File: src/rtl/mem_stage_sram_ctrl_pkg.sv
// Shared types and constants for the memory-stage SRAM controller.
// Two halfword phases per 32-bit access: LO carries bits [15:0], HI carries bits [31:16].
package mem_stage_pkg;

    typedef enum logic [1:0] {
        IDLE = 2'd0,
        LO   = 2'd1,
        HI   = 2'd2,
        DONE = 2'd3
    } state_e;

    localparam int unsigned MEM_BASE_DEFAULT = 32'd1024;

    localparam logic LO_HALF = 1'b0;
    localparam logic HI_HALF = 1'b1;

endpackage

File: src/rtl/mem_stage_sram_ctrl_wait_counter.sv
// Loadable down-counter pacing each halfword phase.
// o_last is high while the count is zero; load takes priority over decrement.
module sram_wait_counter #(
    parameter int CNT_W = 3
) (
    input  logic             clk,
    input  logic             reset,
    input  logic             i_load,
    input  logic [CNT_W-1:0] i_load_value,
    input  logic             i_enable,
    output logic             o_last
);

    logic [CNT_W-1:0] count_q;
    logic [CNT_W-1:0] count_d;

    // next count: reload, decrement toward zero, or hold
    always_comb begin
        count_d = count_q;
        if (i_load) begin
            count_d = i_load_value;
        end else if (i_enable && (count_q != {CNT_W{1'b0}})) begin
            count_d = count_q - {{(CNT_W-1){1'b0}}, 1'b1};
        end else begin
            count_d = count_q;
        end
    end

    // count register
    always_ff @(posedge clk or posedge reset) begin
        if (reset) begin
            count_q <= {CNT_W{1'b0}};
        end else begin
            count_q <= count_d;
        end
    end

    assign o_last = (count_q == {CNT_W{1'b0}});

endmodule

File: src/rtl/mem_stage_sram_ctrl.sv
// MEM stage: turns a 32-bit load/store into two 16-bit SRAM accesses and freezes
// the upstream pipeline until the access reaches DONE.
module mem_stage_sram_ctrl
    import mem_stage_pkg::*;
#(
    parameter int DATA_WIDTH      = 32,
    parameter int SRAM_ADDR_WIDTH = 18,
    parameter int SRAM_DATA_WIDTH = 16,
    parameter int WAIT_CYCLES     = 1,
    parameter int MEM_BASE        = MEM_BASE_DEFAULT
) (
    input  logic                       clk,
    input  logic                       reset,
    input  logic                       i_Sig_Write_Back_Enable,
    input  logic                       i_Sig_Memory_Read_Enable,
    input  logic                       i_Sig_Memory_Write_Enable,
    input  logic [DATA_WIDTH-1:0]      i_ALU_Result,
    input  logic [DATA_WIDTH-1:0]      i_Value_Rm,
    input  logic [3:0]                 i_Destination,
    output logic                       o_Freeze,
    output logic                       o_Sig_Write_Back_Enable,
    output logic                       o_Sig_Memory_Read_Enable,
    output logic [DATA_WIDTH-1:0]      o_ALU_Result,
    output logic [3:0]                 o_Destination,
    output logic [DATA_WIDTH-1:0]      o_Mem_Read_Data,
    output logic [SRAM_ADDR_WIDTH-1:0] o_SRAM_Addr,
    output logic [SRAM_DATA_WIDTH-1:0] o_SRAM_Write_Data,
    output logic                       o_SRAM_Write_En,
    input  logic [SRAM_DATA_WIDTH-1:0] i_SRAM_Read_Data
);

    localparam int WORD_W = SRAM_ADDR_WIDTH - 1;

    state_e                     state_q, state_d;
    logic [WORD_W-1:0]          word_q, word_d;
    logic                       is_write_q, is_write_d;
    logic [DATA_WIDTH-1:0]      store_q, store_d;
    logic [DATA_WIDTH-1:0]      rdata_q, rdata_d;
    logic [SRAM_ADDR_WIDTH-1:0] addr_q, addr_d;
    logic [SRAM_DATA_WIDTH-1:0] wdata_q, wdata_d;
    logic                       we_q, we_d;

    logic                       mem_req_s;
    logic [WORD_W-1:0]          word_in_s;
    logic                       cnt_load_s;
    logic                       cnt_en_s;
    logic                       cnt_last_s;

    assign mem_req_s = i_Sig_Memory_Read_Enable | i_Sig_Memory_Write_Enable;
    assign word_in_s = WORD_W'((i_ALU_Result - DATA_WIDTH'(MEM_BASE)) >> 2);

    sram_wait_counter #(
        .CNT_W (3)
    ) u_wait_counter (
        .clk          (clk),
        .reset        (reset),
        .i_load       (cnt_load_s),
        .i_load_value (3'(WAIT_CYCLES)),
        .i_enable     (cnt_en_s),
        .o_last       (cnt_last_s)
    );

    // next-state and SRAM-drive logic; outputs are registered so SRAM pins are glitch-free
    always_comb begin
        state_d    = state_q;
        word_d     = word_q;
        is_write_d = is_write_q;
        store_d    = store_q;
        rdata_d    = rdata_q;
        addr_d     = addr_q;
        wdata_d    = wdata_q;
        we_d       = 1'b0;
        cnt_load_s = 1'b0;
        cnt_en_s   = 1'b0;

        case (state_q)
            IDLE: begin
                if (mem_req_s) begin
                    // the captured copies keep the access stable if upstream inputs move
                    state_d    = LO;
                    word_d     = word_in_s;
                    is_write_d = i_Sig_Memory_Write_Enable;
                    store_d    = i_Value_Rm;
                    addr_d     = {word_in_s, LO_HALF};
                    we_d       = i_Sig_Memory_Write_Enable;
                    cnt_load_s = 1'b1;
                    if (i_Sig_Memory_Write_Enable) begin
                        wdata_d = i_Value_Rm[SRAM_DATA_WIDTH-1:0];
                    end else begin
                        wdata_d = wdata_q;
                    end
                end else begin
                    state_d = IDLE;
                end
            end
            LO: begin
                cnt_en_s = 1'b1;
                we_d     = is_write_q;
                if (cnt_last_s) begin
                    state_d    = HI;
                    addr_d     = {word_q, HI_HALF};
                    cnt_load_s = 1'b1;
                    if (is_write_q) begin
                        wdata_d = store_q[DATA_WIDTH-1:SRAM_DATA_WIDTH];
                    end else begin
                        rdata_d[SRAM_DATA_WIDTH-1:0] = i_SRAM_Read_Data;
                    end
                end else begin
                    state_d = LO;
                end
            end
            HI: begin
                cnt_en_s = 1'b1;
                we_d     = is_write_q;
                if (cnt_last_s) begin
                    state_d = DONE;
                    we_d    = 1'b0;
                    if (is_write_q) begin
                        rdata_d = rdata_q;
                    end else begin
                        rdata_d[DATA_WIDTH-1:SRAM_DATA_WIDTH] = i_SRAM_Read_Data;
                    end
                end else begin
                    state_d = HI;
                end
            end
            DONE: begin
                state_d = IDLE;
            end
            default: begin
                state_d = IDLE;
            end
        endcase
    end

    // controller state and registered SRAM/load-data outputs
    always_ff @(posedge clk or posedge reset) begin
        if (reset) begin
            state_q    <= IDLE;
            word_q     <= {WORD_W{1'b0}};
            is_write_q <= 1'b0;
            store_q    <= {DATA_WIDTH{1'b0}};
            rdata_q    <= {DATA_WIDTH{1'b0}};
            addr_q     <= {SRAM_ADDR_WIDTH{1'b0}};
            wdata_q    <= {SRAM_DATA_WIDTH{1'b0}};
            we_q       <= 1'b0;
        end else begin
            state_q    <= state_d;
            word_q     <= word_d;
            is_write_q <= is_write_d;
            store_q    <= store_d;
            rdata_q    <= rdata_d;
            addr_q     <= addr_d;
            wdata_q    <= wdata_d;
            we_q       <= we_d;
        end
    end

    assign o_Freeze                 = ~reset & mem_req_s & (state_q != DONE);
    assign o_Sig_Write_Back_Enable  = i_Sig_Write_Back_Enable;
    assign o_Sig_Memory_Read_Enable = i_Sig_Memory_Read_Enable;
    assign o_ALU_Result             = i_ALU_Result;
    assign o_Destination            = i_Destination;
    assign o_Mem_Read_Data          = rdata_q;
    assign o_SRAM_Addr              = addr_q;
    assign o_SRAM_Write_Data        = wdata_q;
    assign o_SRAM_Write_En          = we_q;

endmodule

File: config.mk
export PLATFORM = sky130hd
export DESIGN_NAME = mem_stage_sram_ctrl
export DESIGN_NICKNAME = d
export VERILOG_FILES = /design/src/rtl/mem_stage_sram_ctrl_pkg.sv /design/src/rtl/mem_stage_sram_ctrl_wait_counter.sv /design/src/rtl/mem_stage_sram_ctrl.sv
export SDC_FILE = /design/constraint.sdc
export NUM_CORES = 1
export LEC_CHECK = 0
export BUFFER_PORTS_ARGS = -buffer_cell sky130_fd_sc_hd__buf_2
export CAP_MARGIN = 20
export CORE_UTILIZATION = 50
export CTS_CLUSTER_DIAMETER = 150
export DETAILED_ROUTE_END_ITERATION = 16
export PLACE_DENSITY = 0.83
export REMOVE_ABC_BUFFERS = 1
export SETUP_SLACK_MARGIN = 0.02
export SYNTH_ARGS = -nofsm -noshare
export SYNTH_HDL_FRONTEND = slang
export SYNTH_SLANG_ARGS = --single-unit
File: constraint.sdc
create_clock -name clk -period 5.52 [get_ports clk]
set_input_delay 0.552 -clock clk [delete_from_list [all_inputs] [get_ports clk]]
set_output_delay 0.552 -clock clk [all_outputs]
set_load 0.02 [all_outputs]
==> reports/metrics.sh <==
STATUS='completed'
STD_CELL_ROWS=36
DRV.MAX_CAP_VIOLATION_COUNT=0
N_ANTENNA_CELL=0
MIN_CYCLE_TIME_LAYOUT_NS=2.53
CTSLONGESTPATHBUFFERS=2
PLACEABLE_AREA_UM2=9680
HP-CLASS='primary input to asynchronous set/reset pin'
CTSRESIZECOUNT=0
GROUTE.USAGE.OVERALL_PCT=21.0
DRT_FIRST_PASS_ITERS=4
POSTCTSHOLDBUFS=0
TIMING_WORST_SETUP_PATH_TYPE='flop to flop'
CLOCK_POWER_SHARE_PCT=13.6
WORST_IR_DROP_VDD_mV=0.318
R2R_END='o_Mem_Read_Data[28]$_DFFE_PP0P_'
AREAGROWTHSYNTHTOFINISH_PCT=16.2
SYN_INST=407
GP_CONGESTION=0.784
NUMBER_OF_ENDPOINTS_WITH_NEGATIVE_HOLD_SLACK_IN_THE_FINAL_REPORT=0
CRITPATHMAXFANOUT=16
CRITICAL_PATH.N_BUFFERS_INVERTERS=1
DRC_ERRORS=0
VIASPERCELL=5.15
CRITICAL_PATH.MAX_STAGE_DELAY_NS=0.92
WORST_PIN_SLEW_NS=0.973
YOSYS.AREA_SHARE.ADDER_PCT=2.27
CTS_BUFFERS=9
POSTSYNTHREGISTERBITS=106
TOTAL_SWITCHING_POWER_mW=1.60
ARRIVAL_NS=2.78
ANT_NETS=0
TRITONCTS='built'
VIA_COUNT=3391
WORST_SETUP_HOLD_PATH_CLK_SLEW_NS=0.11
YOSYSWARNINGS=0
SETUP-TNS-FINAL_NS=0
GRT_SETUP_UNREPAIRED='false'
DRT-TOTAL-WL_MM=10.5
CTS.HTREE.LEVELS=3
SWITCHING_SHARE_PCT=42.2
DIEAREA_UM2=10300
CRIT_PATH_START_KIND='flop'
SYNTHSIMPLEGATEAREAFRAC_PCT=8.21
NETLIST_TOP_CELLS_AREA='sky130_fd_sc_hd__dfrtp_1 (53%), sky130_fd_sc_hd__mux2_2 (11%), sky130_fd_sc_hd__buf_4 (5.7%), sky130_fd_sc_hd__mux2i_1 (5.2%), sky130_fd_sc_hd__mux2_4 (3.0%)'
SYNTH-EDFF-COUNT=0
POST-ROUTE-PERIOD-UTIL_PCT=45.8
PLACE.DETAILED.INSTANCES=641
STARTING_DENSITY_PCT=51.3
DRC_MARKER_COUNT_FROM_THE_FIRST_DETAILED_ROUTE_ITERATION=103
TOTAL_LEAKAGE_POWER_nW=2.77
WORSTPATHCELLLIST='inv_1 -> ha_1 -> nand2b_1 -> nor3b_4 -> mux2_2'
WL_PER_CELL_UM=15.9
REGTOREGSTARTPOINT='u_wait_counter.count_q[0]$_DFFE_PP0P_'
FINAL_NET_COUNT=618
SYNTH_COMPOUND_GATE_AREA_SHARE_PCT=7.00
SYNTHARSTFLOPSHARE_PCT=100
SLEW_VIOL_FINAL=0
WORSTSETUPPATHDEPTH=5
MUXSHAREOFSYNTHAREA_PCT=19.1
STDCELL_COUNT=658
TIMING.SLEW.HEADROOM_PCT=35.1
WORST_SKEW_PAIR_LATER_PIN_LATENCY_NS=0.38
POWERDENSITY_nW_PER_UM2=655
DESIGN.PORTCOUNT=195
SYNTH_XOR_XNOR_AREA_SHARE_PCT=1.23
DIEWIDTH_UM=102
GRT_PASS1_WL_MM=16.5
SYNTHMOSTINSTANTIATEDCELL='sky130_fd_sc_hd__dfrtp_1'
FF2FF_SETUP_SLACK_NS=2.99
WORST_R2R_PATH_DEPTH=5
PORTBUFFERS=154
DRIVE_GT1_SHARE_PCT=47.0
POSTCTSSETUPREPAIRBUFS=0
SYNTH.AVG_CELL_AREA_UM2=12.2
CRITPATHREQUIREDTIME_NS=5.77
NUMCLOCKSINKS=106
YS.FLOP_TYPE='sky130_fd_sc_hd__dfrtp_1'
PWR-SHARE-COMB_PCT=49.6
ANTENNA_FOUND_INITIAL=0
YS_TYPES=43
CRITPATHSLOWESTCELL='sky130_fd_sc_hd__nor3b_4'
CP_TOP_FAMILY='simple AND/OR/NAND/NOR gates'
VIAS_IN_THE_FIRST_GLOBAL_ROUTE=3356
CTS.ROOT.BUFFER_CELL='sky130_fd_sc_hd__clkbuf_8'
CRIT_PATH_END_KIND='flop'
DPL.HPWL_MM=7.63
P_INT_mW=2.18
DIEHEIGHT_UM=102
SEQ_POWER_SHARE_PCT=36.8
SYNTH.LARGEST_AREA_CELL='sky130_fd_sc_hd__dfrtp_1'
SYNTH_COMMONEST_CELLS='sky130_fd_sc_hd__dfrtp_1 (106), sky130_fd_sc_hd__mux2_2 (48), sky130_fd_sc_hd__buf_4 (38)'
GRT_START_MAX_NET_PINS=56
LARGEST_FAMILY_OF_LOGIC_CELLS_BY_SYNTHESIZED_AREA='multiplexers'
FINAL.SETUP_SKEW_NS=0.0204
TIMING.FMAX_MHz=396
YS_SEQ_AREA_SHARE_PCT=53.4
GRT_OVERFLOW=0
SYNTH_AREA_UM2=4970
TIMING.FINAL.SETUP_VIOLATIONS=0
SHARE_OF_THE_SYNTHESIZED_AREA_IN_THE_TOP_CELL_TYPE_PCT=53.4
==> through the flow <==
step	power, mW	area [µm²]	util (%)	worst slack (ns)	hold slack [ns]
floorplan	2.71	4560	-	1.58	0.449
global route	4.07	5770	59.6	2.82	0.321
global placement	3.20	5540	57.2	3.13	0.459
finish	3.78	5770	59.6	2.99	0.285
CTS	3.80	5760	59.5	2.97	0.304
detailed placement	3.29	5540	57.2	2.99	0.469
==> cells by family (layout without fill, tap and decap cells) <==
family	count (synthesis)	in the layout
flops	106	106
mux	84	84
simple gates	80	80
buf+inv	63	181
compound gates	58	58
fa+ha+maj	9	9
xor+xnor	7	7
==> layout make-up <==
cell class	instances	area [µm²]
clock buffers	9	124
fillers	785	3910
clock inverters	7	92.6
repair buffers	158	808
multi-input cells	238	1900
inverters	7	28.8
flip-flops and latches	106	2650
well taps	133	166
==> layer usage <==
layer,share of wire (%),wire (µm),track usage (%),up-vias
li1,-,-,-,1578
met1,43,4530,26.5,1643
met2,47,4920,34.1,156
met3,8.1,846,6.14,14
met4,1.7,177,7.69,0
met5,0,0,0,-
==> power groups by stage <==
stage,clock network [mW],logic (mW),registers (mW)
after floorplan,0,1.03,1.68
after global placement,0,1.81,1.39
after detailed placement,0,1.88,1.40
after CTS,0.530,1.88,1.39
after global routing,0.562,2.07,1.44
final,0.515,1.88,1.39
==> placed cells by master (no fill, tap or decap), drive strengths merged, types with 3 or more instances in the layout <==
cell      n
nor2     28
nor3      3
ha        9
a21oi    20
dfrtp   106
nor3b     4
nand2    29
clkbuf    9
o21ai    26
mux2     58
nand3     5
mux2i    26
xnor2     5
buf     158
inv      11
o211ai    4
==> how the worst max path moves through the flow <==
stage	to	slack (ns)	from
6_report	o_Mem_Read_Data[28]$_DFFE_PP0P_	2.99	u_wait_counter.count_q[0]$_DFFE_PP0P_
5_1_grt	o_Mem_Read_Data[25]$_DFFE_PP0P_	2.82	u_wait_counter.count_q[0]$_DFFE_PP0P_
4_1_cts	o_SRAM_Write_Data[7]$_DFFE_PP0P_	2.97	flop
3_5_place_dp	o_SRAM_Write_Data[7]$_DFFE_PP0P_	2.99	flop
3_3_place_gp	o_SRAM_Write_Data[5]$_DFFE_PP0P_	3.13	state_q[0]$_DFF_PP0_
2_1_floorplan	store_q[16]$_DFFE_PP0P_	1.58	i_Sig_Memory_Read_Enable
==> flip-flops by register name, summed over array words and instances (netlist names), named ones only <==
name and flops:
is_write_q 1, o_SRAM_Addr 18, o_SRAM_Write_Data 16, o_SRAM_Write_En 1, state_q 1, o_Mem_Read_Data 32, word_q 17, store_q 16
u_wait_counter.count_q 3
==> worst register-to-register path: stages (launching register included) <==
cell,delay (ns)
sky130_fd_sc_hd__dfrtp_1,0.39
sky130_fd_sc_hd__inv_1,0.10
sky130_fd_sc_hd__ha_1,0.23
sky130_fd_sc_hd__nand2b_1,0.36
sky130_fd_sc_hd__nor3b_4,0.92
sky130_fd_sc_hd__mux2_2,0.43
Note: power is estimated with default switching activity, not from simulation.
